--- src/rtl/shift_sequencer.sv ---
// Multi-cycle barrel shifter: one registered rank of byte muxes reused across SHW
// stages, stage k shifting the work value by 2**k when the matching shamt bit is set.
module shift_sequencer #(
    parameter int WIDTH = 8,
    parameter int SHW   = 3
) (
    input  logic             clk,
    input  logic             rst,
    input  logic             start,
    input  logic [WIDTH-1:0] din,
    input  logic [SHW-1:0]   shamt,
    input  logic [1:0]       op,
    output logic             ready,
    output logic             busy,
    output logic             done,
    output logic [WIDTH-1:0] dout
);

    localparam int CW = (SHW > 1) ? $clog2(SHW) : 1;
    localparam logic [CW-1:0] LAST_STAGE = CW'(SHW - 1);

    localparam logic [1:0] OP_SLL = 2'b00;
    localparam logic [1:0] OP_SRL = 2'b01;
    localparam logic [1:0] OP_SRA = 2'b10;
    localparam logic [1:0] OP_ROR = 2'b11;

    typedef enum logic [1:0] {
        S_IDLE,
        S_STAGE,
        S_DONE
    } state_t;

    state_t           state_reg, state_next;
    logic [WIDTH-1:0] work_reg, work_next;
    logic [SHW-1:0]   shamt_reg, shamt_next;
    logic [1:0]       op_reg, op_next;
    logic [CW-1:0]    cnt_reg, cnt_next;
    logic [WIDTH-1:0] dout_reg, dout_next;

    // Candidate result of every stage distance; the active stage picks one by cnt.
    logic [WIDTH-1:0] stage_shift [SHW];
    logic [WIDTH-1:0] stage_result;

    generate
        for (genvar gi = 0; gi < SHW; gi++) begin : g_stage
            localparam int D = 2 ** gi;
            logic [WIDTH-1:0] sll_val, srl_val, sra_val, ror_val;

            assign sll_val = work_reg << D;
            assign srl_val = work_reg >> D;
            assign sra_val = WIDTH'($signed(work_reg) >>> D);
            assign ror_val = (work_reg >> D) | (work_reg << (WIDTH - D));

            always_comb begin
                stage_shift[gi] = sll_val;
                case (op_reg)
                    OP_SLL:  stage_shift[gi] = sll_val;
                    OP_SRL:  stage_shift[gi] = srl_val;
                    OP_SRA:  stage_shift[gi] = sra_val;
                    OP_ROR:  stage_shift[gi] = ror_val;
                    default: stage_shift[gi] = sll_val;
                endcase
            end
        end
    endgenerate

    assign stage_result = shamt_reg[cnt_reg] ? stage_shift[cnt_reg] : work_reg;

    always_comb begin
        state_next = state_reg;
        work_next  = work_reg;
        shamt_next = shamt_reg;
        op_next    = op_reg;
        cnt_next   = cnt_reg;
        dout_next  = dout_reg;
        ready      = 1'b0;
        busy       = 1'b0;
        done       = 1'b0;

        case (state_reg)
            S_IDLE: begin
                ready = 1'b1;
                if (start) begin
                    work_next  = din;
                    shamt_next = shamt;
                    op_next    = op;
                    cnt_next   = '0;
                    state_next = S_STAGE;
                end
            end
            S_STAGE: begin
                busy      = 1'b1;
                work_next = stage_result;
                cnt_next  = cnt_reg + 1'b1;
                // The final stage result goes straight into dout so it is valid with done.
                if (cnt_reg == LAST_STAGE) begin
                    cnt_next   = '0;
                    dout_next  = stage_result;
                    state_next = S_DONE;
                end
            end
            S_DONE: begin
                done       = 1'b1;
                state_next = S_IDLE;
            end
            default: begin
                state_next = S_IDLE;
            end
        endcase
    end

    always_ff @(posedge clk) begin
        if (rst) begin
            state_reg <= S_IDLE;
            work_reg  <= '0;
            shamt_reg <= '0;
            op_reg    <= '0;
            cnt_reg   <= '0;
            dout_reg  <= '0;
        end else begin
            state_reg <= state_next;
            work_reg  <= work_next;
            shamt_reg <= shamt_next;
            op_reg    <= op_next;
            cnt_reg   <= cnt_next;
            dout_reg  <= dout_next;
        end
    end

    assign dout = dout_reg;

endmodule

--- config.mk ---
export PLATFORM = sky130hd
export DESIGN_NAME = shift_sequencer
export DESIGN_NICKNAME = d
export VERILOG_FILES = /design/src/rtl/shift_sequencer.sv
export SDC_FILE = /design/constraint.sdc
export NUM_CORES = 1
export LEC_CHECK = 0
export CORE_MARGIN = 2
export CORE_UTILIZATION = 28
export CTS_BUF_LIST = sky130_fd_sc_hd__clkbuf_4 sky130_fd_sc_hd__clkbuf_8
export DETAILED_ROUTE_END_ITERATION = 6
export GPL_TIMING_DRIVEN = 1
export PLACE_DENSITY_LB_ADDON = 0.05
export SLEW_MARGIN = 40
export SYNTH_ARGS = -nofsm -noshare
export SYNTH_HDL_FRONTEND = slang
export SYNTH_SLANG_ARGS = --single-unit
--- constraint.sdc ---
create_clock -name clk -period 3.37 [get_ports clk]
set_input_delay 0.674 -clock clk [delete_from_list [all_inputs] [get_ports clk]]
set_output_delay 0.674 -clock clk [all_outputs]
set_load 0.05 [all_outputs]
==> run metrics <==
vias post-DR 1453; Post-Syn Instances between 150 and 200; Clock transition at path regs 0.08 ns; CP arrival between 1.5 and 2 ns; Final nets 221; CTS max path bufs 2; DRC 0; Critical Path Max Stage Delay around 0.87 ns; post-cts sizing count 0; reg-to-reg slack, setup 1.14 ns; Synth Net Count ~200; vias in the first global route 1386; core area between 5000 and 6000 µm²; RSZ-0062 raised after global routing no; FF-to-FF path depth 5; Bufs and invs on worst path 1; post-layout minimum cycle time about 2.5 ns; area grow syn2layout 22.6%; post-place setup slack 1.04 ns; Yosys reg bits 25; Port Buf Inserts 26; TritonCTS clock tree yes; Slew Viols, Final 0; Seq/Total Area, Yosys 0.338; status finished clean; max_cap viols 0; Worst-Margin Slew 0.744 ns; clk_skew 0.00527 ns; Setup-failing EPs final 0; Worst R2R End dout[4]; Final Hold Vio Count 0; fmax 397 MHz; Synth Area in Adders 0; Top delay family on crit path buffers and inverters; layout cell share with drive strength beyond 1 0.0637; Leak ~0.58 nW; Die Area just under 6000 µm²; CP max FO 4; P per Cell Area 384 nW/µm²; # Post-CTS Setup Buffers 0; Synth Warn # 0; post-DP HPWL 3170 µm; drt first pass iters 4; largest net degree at the start of global routing 19; Total Routing Usage GR 0.150; mux cell area share after synthesis 0.0743; CP startpoint state_reg[0]; clock root cell clkbuf_8; relative slew slack 0.502; final worst-path cycle share 0.747; utilization after layout 0.355; multi-input logic area 885 µm²; initial antenna violation count 0; RD Place Congestion 0.832; Setup CP Type register to output pin; Setup crit end kind output pin; number of instances in the placed design 270; CTS Sinks 25; Critical Path Start Type register; Initial Util 0.290; CP max-delay cell clkdlybuf4s50_1; post-synthesis compound-gate area fraction 0.311; Via density 5.30; Hold Slack 0.460 ns; combinational family with the most area after synthesis compound AO/OA/AOI/OAI gates; first-pass GRT wire length 7140 µm; VDD IR max 0.139 mV; WL final 4290 µm; syn_area_per_cell 7.88 µm²; reg2reg start op_reg[1]; Synth Area in Simple Gates 0.212; row cnt 26; worst endpoint required time 2.70 ns; Distinct cells, synth 30; Hold WC Path Type register to register; drt first-iter violations 137; non-filler cells in the finished layout between 200 and 300; Antenna diodes 0; WL/cell 15.7 µm; Worst setup endpoint busy; Setup WS post-layout 0.853 ns; clock latency on the worst-skew pair roughly 0.27 ns; grt ovf 0; cts bufs inserted 3; die height around 77 µm; cell depth of the worst setup path 2; CTS Hold Bufs 0; Reg area 500 µm²; cell area after technology mapping ~1500 µm²; remaining antenna violation count after routing 0; Setup TNS Final 0 ns; worst path cell trace nor2b_1 -> clkdlybuf4s50_1; H-tree levels 1; Filler cells ~560; DIE WIDTH about 77 µm; I/O pin count 27; xor/xnor share of the synthesized area 0
==> final cells by class <==
cell class                      count  area share
Inverter                            3     0.00620
Clock buffer                        4      0.0269
Sequential cell                    25       0.276
Multi-Input combinational cell    143       0.487
Timing Repair Buffer               29       0.156
Tap cell                           70      0.0482
==> synthesized netlist by cell type (all sizes together) <==
| library cell | count | share of area |
|---|---|---|
| a2111oi | 4 | 0.041 |
| a211oi | 3 | 0.015 |
| a21boi | 1 | 0.0051 |
| a21oi | 13 | 0.046 |
| a22oi | 9 | 0.046 |
| a31oi | 4 | 0.017 |
| a32oi | 1 | 0.0059 |
| and2 | 3 | 0.013 |
| buf | 11 | 0.042 |
| clkbuf | 6 | 0.015 |
| dfxtp | 25 | 0.34 |
| inv | 3 | 0.0076 |
| mux2i | 11 | 0.074 |
| nand2 | 21 | 0.053 |
| nand2b | 10 | 0.042 |
| nand3 | 2 | 0.0068 |
| nor2 | 24 | 0.061 |
| nor2b | 4 | 0.017 |
| nor3 | 3 | 0.010 |
| nor3b | 1 | 0.0051 |
| o211ai | 2 | 0.010 |
| o21ai | 8 | 0.027 |
| o22a | 2 | 0.012 |
| o22ai | 5 | 0.021 |
| o32ai | 11 | 0.065 |
| or2 | 1 | 0.0042 |
==> cell families (layout without fill, tap and decap cells) <==
family,after synthesis,in the layout
multiplexers,11,11
buffers and inverters,20,36
AO/OA/AOI/OAI,63,63
flip-flops,25,25
AND/OR/NAND/NOR,69,69
==> tightest hold or removal path: stages (launching register included) <==
cell     delay (ns)
dfxtp_1        0.32
nand2_1        0.05
a21oi_1        0.05
==> metrics by stage <==
stage / area (µm²) / total power, mW
6_report: 1820 / 0.697
5_1_grt: 1820 / 0.737
4_1_cts: 1820 / 0.701
3_5_place_dp: 1770 / 0.514
3_3_place_gp: 1770 / 0.513
2_1_floorplan: 1480 / 0.460
==> power breakdown <==
part	total (mW)	internal, mW	switching, mW
logic	0.162	0.0720	0.0900
registers	0.348	0.311	0.0362
clock network	0.187	0.0926	0.0948
total	0.697	0.476	0.221
==> layer usage <==
metal / GRT usage / part of all wire / up-vias / wire length (µm)
li1: - / - / 717 / -
met1: 0.219 / 0.50 / 688 / 2150
met2: 0.209 / 0.43 / 36 / 1830
met3: 0.0235 / 0.033 / 12 / 140
met4: 0.0800 / 0.040 / 0 / 172
met5: 0 / 0 / - / 0
==> placed cells by master, fill, tap and decap left out <==
cell type | Yosys | final
o211ai_1 | 2 | 2
dfxtp_1 | 25 | 25
a31oi_1 | 4 | 4
buf_4 | 2 | 3
mux2i_1 | 11 | 11
nand2b_1 | 10 | 10
nand2_1 | 21 | 21
nor3_1 | 3 | 3
o32ai_1 | 11 | 11
a21oi_1 | 12 | 12
o22a_1 | 2 | 2
a2111oi_2 | 4 | 4
o21ai_0 | 8 | 8
nand3_1 | 2 | 2
a21oi_2 | 1 | 1
nor2b_1 | 4 | 4
nor3b_1 | 1 | 1
inv_1 | 3 | 3
clkbuf_4 | 0 | 1
or2_2 | 1 | 1
and2_1 | 3 | 3
a21boi_0 | 1 | 1
a22oi_1 | 9 | 9
o22ai_1 | 5 | 5
a32oi_1 | 1 | 1
a211oi_1 | 3 | 3
clkdlybuf4s50_1 | 0 | 26
clkbuf_8 | 0 | 3
nor2_1 | 24 | 24
==> worst min path at each step <==
| stage | end | from | cells after the start | slack (ns) |
|---|---|---|---|---|
| 3_5_place_dp | shamt_reg[0] | shamt_reg[0] | 2 | 0.45 |
| 2_1_floorplan | shamt_reg[0] | shamt_reg[0] | 2 | 0.44 |
| 5_1_grt | shamt_reg[1] | shamt_reg[1] | 2 | 0.49 |
| 4_1_cts | shamt_reg[0] | shamt_reg[0] | 2 | 0.46 |
| 3_3_place_gp | shamt_reg[1] | shamt_reg[1] | 2 | 0.45 |
| 6_report | shamt_reg[0] | shamt_reg[0] | 2 | 0.46 |
No activity file was read; power rests on OpenSTA's default activity.
